File: config.mk
export PLATFORM = sky130hd
export DESIGN_NAME = rx_tstamp_extract
export DESIGN_NICKNAME = d
export VERILOG_FILES = /design/src/rtl/rx_tstamp_extract.sv
export SDC_FILE = /design/constraint.sdc
export NUM_CORES = 1
export LEC_CHECK = 0
export BUFFER_PORTS_ARGS = -buffer_cell sky130_fd_sc_hd__buf_2
export CAP_MARGIN = 10
export CORE_UTILIZATION = 30
export CTS_CLUSTER_SIZE = 12
export DETAILED_ROUTE_END_ITERATION = 8
export HOLD_SLACK_MARGIN = 0.08
export PLACE_DENSITY = 0.52
export SETUP_SLACK_MARGIN = 0.02
export SYNTH_ARGS = -nofsm -noshare
export SYNTH_HDL_FRONTEND = slang
export SYNTH_SLANG_ARGS = --single-unit
File: constraint.sdc
create_clock -name clk -period 4.85 [get_ports clk]
set_clock_uncertainty 0.05 [all_clocks]
set_input_delay 0.2425 -clock clk [delete_from_list [all_inputs] [get_ports clk]]
set_output_delay 0.2425 -clock clk [all_outputs]
set_load 0.02 [all_outputs]
File: src/rtl/rx_tstamp_extract.sv
// rtl/rx_tstamp_extract.sv - strips the 8-byte tx timestamp tail from rx frames and reports rtt
module rx_tstamp_extract #(
  parameter int MIN_PAYLOAD = 14,
  parameter int CNT_WIDTH   = 32
) (
  input  logic                 clk,
  input  logic                 reset_n,
  input  logic [7:0]           gmac_rx_data,
  input  logic                 gmac_rx_dvld,
  input  logic                 gmac_rx_goodframe,
  input  logic                 gmac_rx_badframe,
  input  logic [63:0]          count64,
  input  logic                 rx_tstamp_en,
  output logic [7:0]           out_data,
  output logic                 out_dvld,
  output logic                 out_eof,
  output logic                 out_good,
  output logic                 out_bad,
  output logic                 ts_valid,
  output logic [63:0]          tx_tstamp,
  output logic [63:0]          rx_tstamp,
  output logic [63:0]          rtt,
  output logic [CNT_WIDTH-1:0] ts_frame_cnt,
  output logic [CNT_WIDTH-1:0] runt_cnt
);

  typedef enum logic [2:0] {
    S_IDLE,
    S_FILL,
    S_STRIP,
    S_PASS_THRU,
    S_END,
    S_DROP
  } state_t;

  // Frame must hold the 8-byte tail plus the minimum payload to yield a timestamp.
  localparam logic [16:0]          MIN_TOTAL = 17'(8 + MIN_PAYLOAD);
  localparam logic [CNT_WIDTH-1:0] CNT_ONE   = CNT_WIDTH'(1);

  state_t      r_state;
  logic [63:0] r_dl;          // delay line; [63:56] is the oldest byte
  logic [15:0] r_cnt;         // bytes in current frame, saturating
  logic [63:0] r_rx_sample;   // count64 at first byte of current frame
  logic        r_pass;        // current frame is pass-through
  logic        r_egood;       // frame-end pulse was goodframe
  logic        r_first;       // first cycle after reset release

  logic        w_end;
  logic        w_good;
  logic [15:0] w_cnt_inc;
  logic        w_ts_ok;

  assign w_end     = gmac_rx_goodframe | gmac_rx_badframe;
  assign w_good    = gmac_rx_goodframe & ~gmac_rx_badframe;
  assign w_cnt_inc = (r_cnt == 16'hFFFF) ? r_cnt : r_cnt + 16'd1;
  assign w_ts_ok   = ~r_pass & r_egood & ({1'b0, r_cnt} >= MIN_TOTAL);

  // Frame FSM: delay line, byte counting, forwarding and end-of-frame reporting.
  always_ff @(posedge clk or negedge reset_n) begin
    if (!reset_n) begin
      r_state      <= S_IDLE;
      r_dl         <= '0;
      r_cnt        <= '0;
      r_rx_sample  <= '0;
      r_pass       <= 1'b0;
      r_egood      <= 1'b0;
      r_first      <= 1'b1;
      out_data     <= '0;
      out_dvld     <= 1'b0;
      out_eof      <= 1'b0;
      out_good     <= 1'b0;
      out_bad      <= 1'b0;
      ts_valid     <= 1'b0;
      tx_tstamp    <= '0;
      rx_tstamp    <= '0;
      rtt          <= '0;
      ts_frame_cnt <= '0;
      runt_cnt     <= '0;
    end else begin
      r_first  <= 1'b0;
      out_dvld <= 1'b0;
      out_eof  <= 1'b0;
      out_good <= 1'b0;
      out_bad  <= 1'b0;
      ts_valid <= 1'b0;
      case (r_state)
        S_IDLE, S_END: begin
          if (r_state == S_END) begin
            r_state <= S_IDLE;
            out_eof <= 1'b1;
            if (r_pass) begin
              out_good <= r_egood;
              out_bad  <= ~r_egood;
            end else if (w_ts_ok) begin
              out_good     <= 1'b1;
              ts_valid     <= 1'b1;
              tx_tstamp    <= r_dl;
              rx_tstamp    <= r_rx_sample;
              rtt          <= r_rx_sample - r_dl;
              ts_frame_cnt <= ts_frame_cnt + CNT_ONE;
            end else begin
              out_bad <= 1'b1;
              if (r_egood) runt_cnt <= runt_cnt + CNT_ONE;
            end
          end
          // A new frame may start while the previous one is being closed out.
          if (gmac_rx_dvld) begin
            if (r_first) begin
              if (!w_end) r_state <= S_DROP;
            end else begin
              r_rx_sample <= count64;
              r_cnt       <= 16'd1;
              r_pass      <= ~rx_tstamp_en;
              r_dl        <= {56'd0, gmac_rx_data};
              if (!rx_tstamp_en) begin
                out_data <= gmac_rx_data;
                out_dvld <= 1'b1;
              end
              if (w_end) begin
                r_state <= S_END;
                r_egood <= w_good;
              end else begin
                r_state <= rx_tstamp_en ? S_FILL : S_PASS_THRU;
              end
            end
          end
        end
        S_FILL: begin
          if (gmac_rx_dvld) begin
            r_dl  <= {r_dl[55:0], gmac_rx_data};
            r_cnt <= w_cnt_inc;
            if (r_cnt == 16'd7) r_state <= S_STRIP;
          end
          if (w_end) begin
            r_state <= S_END;
            r_egood <= w_good;
          end
        end
        S_STRIP: begin
          if (gmac_rx_dvld) begin
            out_data <= r_dl[63:56];
            out_dvld <= 1'b1;
            r_dl     <= {r_dl[55:0], gmac_rx_data};
            r_cnt    <= w_cnt_inc;
          end
          if (w_end) begin
            r_state <= S_END;
            r_egood <= w_good;
          end
        end
        S_PASS_THRU: begin
          if (gmac_rx_dvld) begin
            out_data <= gmac_rx_data;
            out_dvld <= 1'b1;
            r_cnt    <= w_cnt_inc;
          end
          if (w_end) begin
            r_state <= S_END;
            r_egood <= w_good;
          end
        end
        S_DROP: begin
          if (w_end) r_state <= S_IDLE;
        end
        default: r_state <= S_IDLE;
      endcase
    end
  end

endmodule

==> Yosys cells after proc, flatten, opt, wreduce, memory -nomap -nowiden <==
Cells that the tools add are included.
{ "totals": {"mem_count": 0, "mem_bits_rw": 0, "input_bits": 78, "out_inout_bits": 269, "regBits": 419, "wordCells": 117, "latch_bits": 0, "rom_bits": 0} }
{ "classes": {"n_mux": 49, "n_eq_ne": 19, "div": 0, "addsub": 4, "n_reduce_logical": 16, "order_cmp": 1, "bitwise": 10, "shift": 0, "n_mul": 0} }
{ "op_table": {"columns": ["op", "count"], "rows": [
  ["$mux W64", 3],
  ["$pmux W64 S2", 1],
  ["$add A32 B1 Y32 const B", 2],
  ["$mux W16", 4],
  ["$sub A64 B64 Y64", 1],
  ["$mux W8", 5],
  ["$pmux W16 S2", 1],
  ["$mux W3", 10],
  ["$pmux W8 S3", 1],
  ["$mux W1", 20],
  ["$add A16 B1 Y16 const B", 1],
  ["$eq A16 B16 Y1 const B", 1],
  ["$eq A16 B3 Y1 const B", 1],
  ["$ge A16 B5 Y1 const B", 1],
  ["$ne A2 B2 Y1 const B", 7],
  ["$pmux W3 S4", 1],
  ["$reduce_and A4 Y1", 3],
  ["$reduce_and A5 Y1", 2],
  ["$eq A3 B2 Y1 const B", 2],
  ["$eq A3 B3 Y1 const B", 2],
  ["$ne A2 B1 Y1 const B", 3],
  ["$ne A3 B3 Y1 const B", 2],
  ["$not A1 Y1", 6],
  ["$reduce_and A3 Y1", 2],
  ["11 further kinds", 17]
]} }

==> Longest topological paths before layout <==
{ "depth": {"depth_word": 7, "ltp_mapped": 14, "depth_no_buf": 13} }

==> Least setup slack after synthesis <==
Ideal clock, no wire load.
{ "synth_timing": {"kind": "flip-flop to flip-flop", "from": "reg r_dl[8]", "to": "reg rtt[61]", "t_arrival_ps": 2533, "stages_incl_launch_ff": 12, "n_path_buf": 0, "t_required_ps": 4663, "synth_period_minus_slack_ps": 2720, "setup_ps": 137, "slack_ps": 2130, "path_cell_list": "dfrtp_1 -> inv_1 -> ha_1 -> a21oi_1 -> and3_1 -> a21oi_1 -> o311ai_1 -> a2111oi_2 -> o21ai_1 -> a2111oi_2 -> mux2i_1 -> o311ai_1"} }
{ "synth_via": {"elab_chain_len": 1} }
{ "synth_lines": {"columns": ["element", "line", "source"], "rows": [
  ["from (decl)", "41", "logic [63:0] r_dl;"],
  ["from (signal assigned)", "114", "r_dl <= {56'd0, gmac_rx_data};"],
  ["from (signal assigned)", "130", "r_dl <= {r_dl[55:0], gmac_rx_data};"],
  ["from (signal assigned)", "143", "r_dl <= {r_dl[55:0], gmac_rx_data};"],
  ["$sub A64 B64 Y64", "99", "rtt <= r_rx_sample - r_dl;"],
  ["to (signal assigned)", "99", null],
  ["to (decl)", "22", "output logic [63:0] rtt,"]
]} }
Every way passes these cells.
A chain may end at the register's enable or synchronous reset.

==> Worst setup path after layout <==
{ "layout_timing": {"from": "reg r_dl[3]", "to": "reg rtt[32]"} }
Same word-level chain as after synthesis.

==> impl_results.md <==
* Status: finished with violations
* Failing checks: design-rule violations
* Post-layout min period at 3780 ps
* I/O Pins at 347
* Die width at 261 um
* Fin Hold WS at 221 ps
* Critical Path End Type: flip-flop
* Final Hold Fails at 0
* RR Startpoint: r_dl[3]$_DFFE_PN0P_
* CP arrival at 4250 ps
* Internal at 7570 uW
* Pleak at 0.0128 uW
* Post-synth cell types at 80
* Synthesis Warnings at 0
* Final TNS setup at 0 ps
* Max-slew headroom at 25.4%
* Post-Layout Inst Area at 25,400 um2
* Crit Path Category: flip-flop to flip-flop
* Antenna violation net count after detailed routing at 0
* Final Net Count at 2,690
* #FFs+latches synth at 419
* Mapped Nets at 2,294
* Post-synth EDFFs at 0
* CTS tree: yes
* DR DRC count at 42
* Clock power frac at 37.3%
* Reg power frac at 37.3%
* Row cnt at 94
* Die area at 68,100 um2
* Reg clk slew, reported paths at 70 ps
* GPL Wtd Cong at 0.898
* Final WL at 64.8 mm
* Worst Setup SP: r_dl[3]$_DFFE_PN0P_
* First-pass GRT wire length at 99.3 mm
* Top post-synthesis cells by area: dfrtp_1, nand2_1, o21ai_0
* Initial antenna violation count at 1
* GRT Total Usage at 18.9%
* Pre-CTS setup slack at 1110 ps
* Endpoints failing setup at 0
* Max-cap violations at 0
* Share of cells above drive strength 1 at 19.2%
* Peak supply drop at 0.271 mV
* Total number of vias at 16,800
* DRT iter0 DRCs at 1,338
* Synthesized area at 20,100 um2
* Clock Latency Late Sink at 610 ps
* Die Span Y at 261 um
* Core area at 66,000 um2
* Area growth syn-to-layout at 26.2%
* CTS Buf Count at 52
* Ys async rst share at 100%
* Number of global-route vias before repair at 16,700
* Max clock buf depth at 3
* Drt wl/cell at 18.8 um
* DP Area at 22,700 um2
* Power per cell area at 448 nW/um2
* Startpoint Class: flip-flop
* Port Buffers at 346
* Largest net degree at the start of global routing at 170
* Top cell type's share of synthesized area at 52.0%
* Hold crit path type: input port to asynchronous set/reset pin
* Critical path required time at 5330 ps
* Crit-path max FO at 6
* Seq/Total Area, Yosys at 52.2%
* First-pass iteration count of the detailed router at 9
* CTS Sinks at 419
* Post-synth top cells: nand2_1, dfrtp_1, o21ai_0
* Final Max Slew Viols at 0
* Post-synth top area cell: dfrtp_1
* Post-synth top flop: dfrtp_1
* RSZ-0062 raised after global routing: false
* Switching Share at 33.5%
* HPWL Detailed at 47.4 mm
* Setup ws final at 1070 ps
* Gate power share at 25.4%
* Avg Inst Size Synth at 9.36 um2
* Tightest Pin Transition at 1110 ps
* Setup Buffers After CTS at 0
* Vias per Instance at 4.86
* Top-count cell post-synth: nand2_1
* Total gr overflow at 0
* Initial Util at 30.5%
* Max H-tree Level at 2
* Cells after Synth at 2,148
* Fmax at 265 MHz
* Sw Pwr at 3810 uW
* Final period utilization at 77.9%
* Root Buffer: clkbuf_16
* CTS resizes at 0
==> power by group through the flow <==
stage / clock network [uW] / registers, uW / logic, uW
2_1_floorplan: 0 / 4560 / 1500
3_5_place_dp: 0 / 4310 / 2840
5_1_grt: 4500 / 4310 / 3180
4_1_cts: 4370 / 4260 / 2910
3_3_place_gp: 0 / 4300 / 2820
6_report: 4240 / 4250 / 2880
==> flip-flops by register name (all words and copies together), names as in the netlist <==
register	flops
out_dvld	1
r_rx_sample	64
tx_tstamp	64
rtt	64
r_state	3
r_first	1
out_eof	1
out_good	1
rx_tstamp	64
runt_cnt	32
r_egood	1
ts_valid	1
out_bad	1
ts_frame_cnt	32
out_data	8
r_dl	64
r_pass	1
r_cnt	16
==> layer usage <==
layer  up-vias  track usage (%)  routed length, um
met2       418             31.4              30800
met1      8193             25.3              28700
li1       8070                -                  -
met5         -                0                  9
met3       103             3.07               3660
met4         2             5.33               1660
==> metrics by stage <==
stage / total power [uW] / cells / utilization, %
floorplan: 6060 / 2148 / -
global placement: 7130 / 3274 / 34.4
detailed placement: 7150 / 3274 / 34.4
CTS: 11500 / 3450 / 38.4
global route: 12000 / 3450 / 38.4
finish: 11400 / 3452 / 38.5
==> repair_timing <==
item | CTS | global route
endpoints found under the setup margin | 0 | 0
hold endpoints to repair | 183 | 0
hold buffers | 80 | 0
==> kinds of logic (layout without fill, tap and decap cells) <==
logic type	count (synthesis)	in the layout	synth area share, %
simple gates	868	868	18.7
compound gates	447	447	14.1
flops	419	419	52.2
buf+inv	191	629	3.82
xor+xnor	132	132	5.75
fa+ha+maj	68	68	4.27
mux	22	22	1.16
other cells	1	3	0.0187
==> cells in the final DEF (no fill, tap or decap), drive strengths merged, types with 44 or more instances in the layout <==
master / netlist / final
clkbuf: 82 / 67
inv: 93 / 94
xor2: 51 / 51
buf: 15 / 360
xnor2: 81 / 81
nand2: 608 / 608
a21oi: 91 / 91
dfrtp: 418 / 418
dlygate4sd3: 0 / 80
o21ai: 182 / 182
ha: 67 / 67
a22o: 57 / 57
nor2: 77 / 77
nand4: 44 / 44
==> worst max-delay path: stages, from the launching register on <==
cell	delay [ps]
dfrtp_1	400
inv_1	80
ha_1	370
o211ai_1	180
a21oi_1	100
o21a_1	270
o31ai_1	750
nand2_1	360
a21oi_1	340
o21ai_0	260
a2111o_1	470
nand3_1	70
==> worst paths after layout <==
kind                                                end  slack, ps  depth (start not counted)
setup reg to reg                    rtt[32]$_DFFE_PN0P_       1070                         11
max in group asynchronous      runt_cnt[29]$_DFFE_PN0P_       3320                          3
setup / recovery                    rtt[32]$_DFFE_PN0P_       1070                         11
hold / removal             ts_frame_cnt[30]$_DFFE_PN0P_        220                          2
hold reg to reg                rx_tstamp[4]$_DFFE_PN0P_        420                          2
min in group clk             r_rx_sample[7]$_DFFE_PN0P_        320                          4
==> cell type report <==
class | count | area [um2]
Antenna cell | 2 | 5.00
Clock buffer | 67 | 1450
Clock inverter | 29 | 430
Fill cell | 6645 | 40600
Inverter | 93 | 350
Multi-Input combinational cell | 1538 | 8880
Sequential cell | 419 | 10500
Tap cell | 864 | 1080
Timing Repair Buffer | 440 | 2690
No activity file was read; power rests on OpenSTA's default activity.
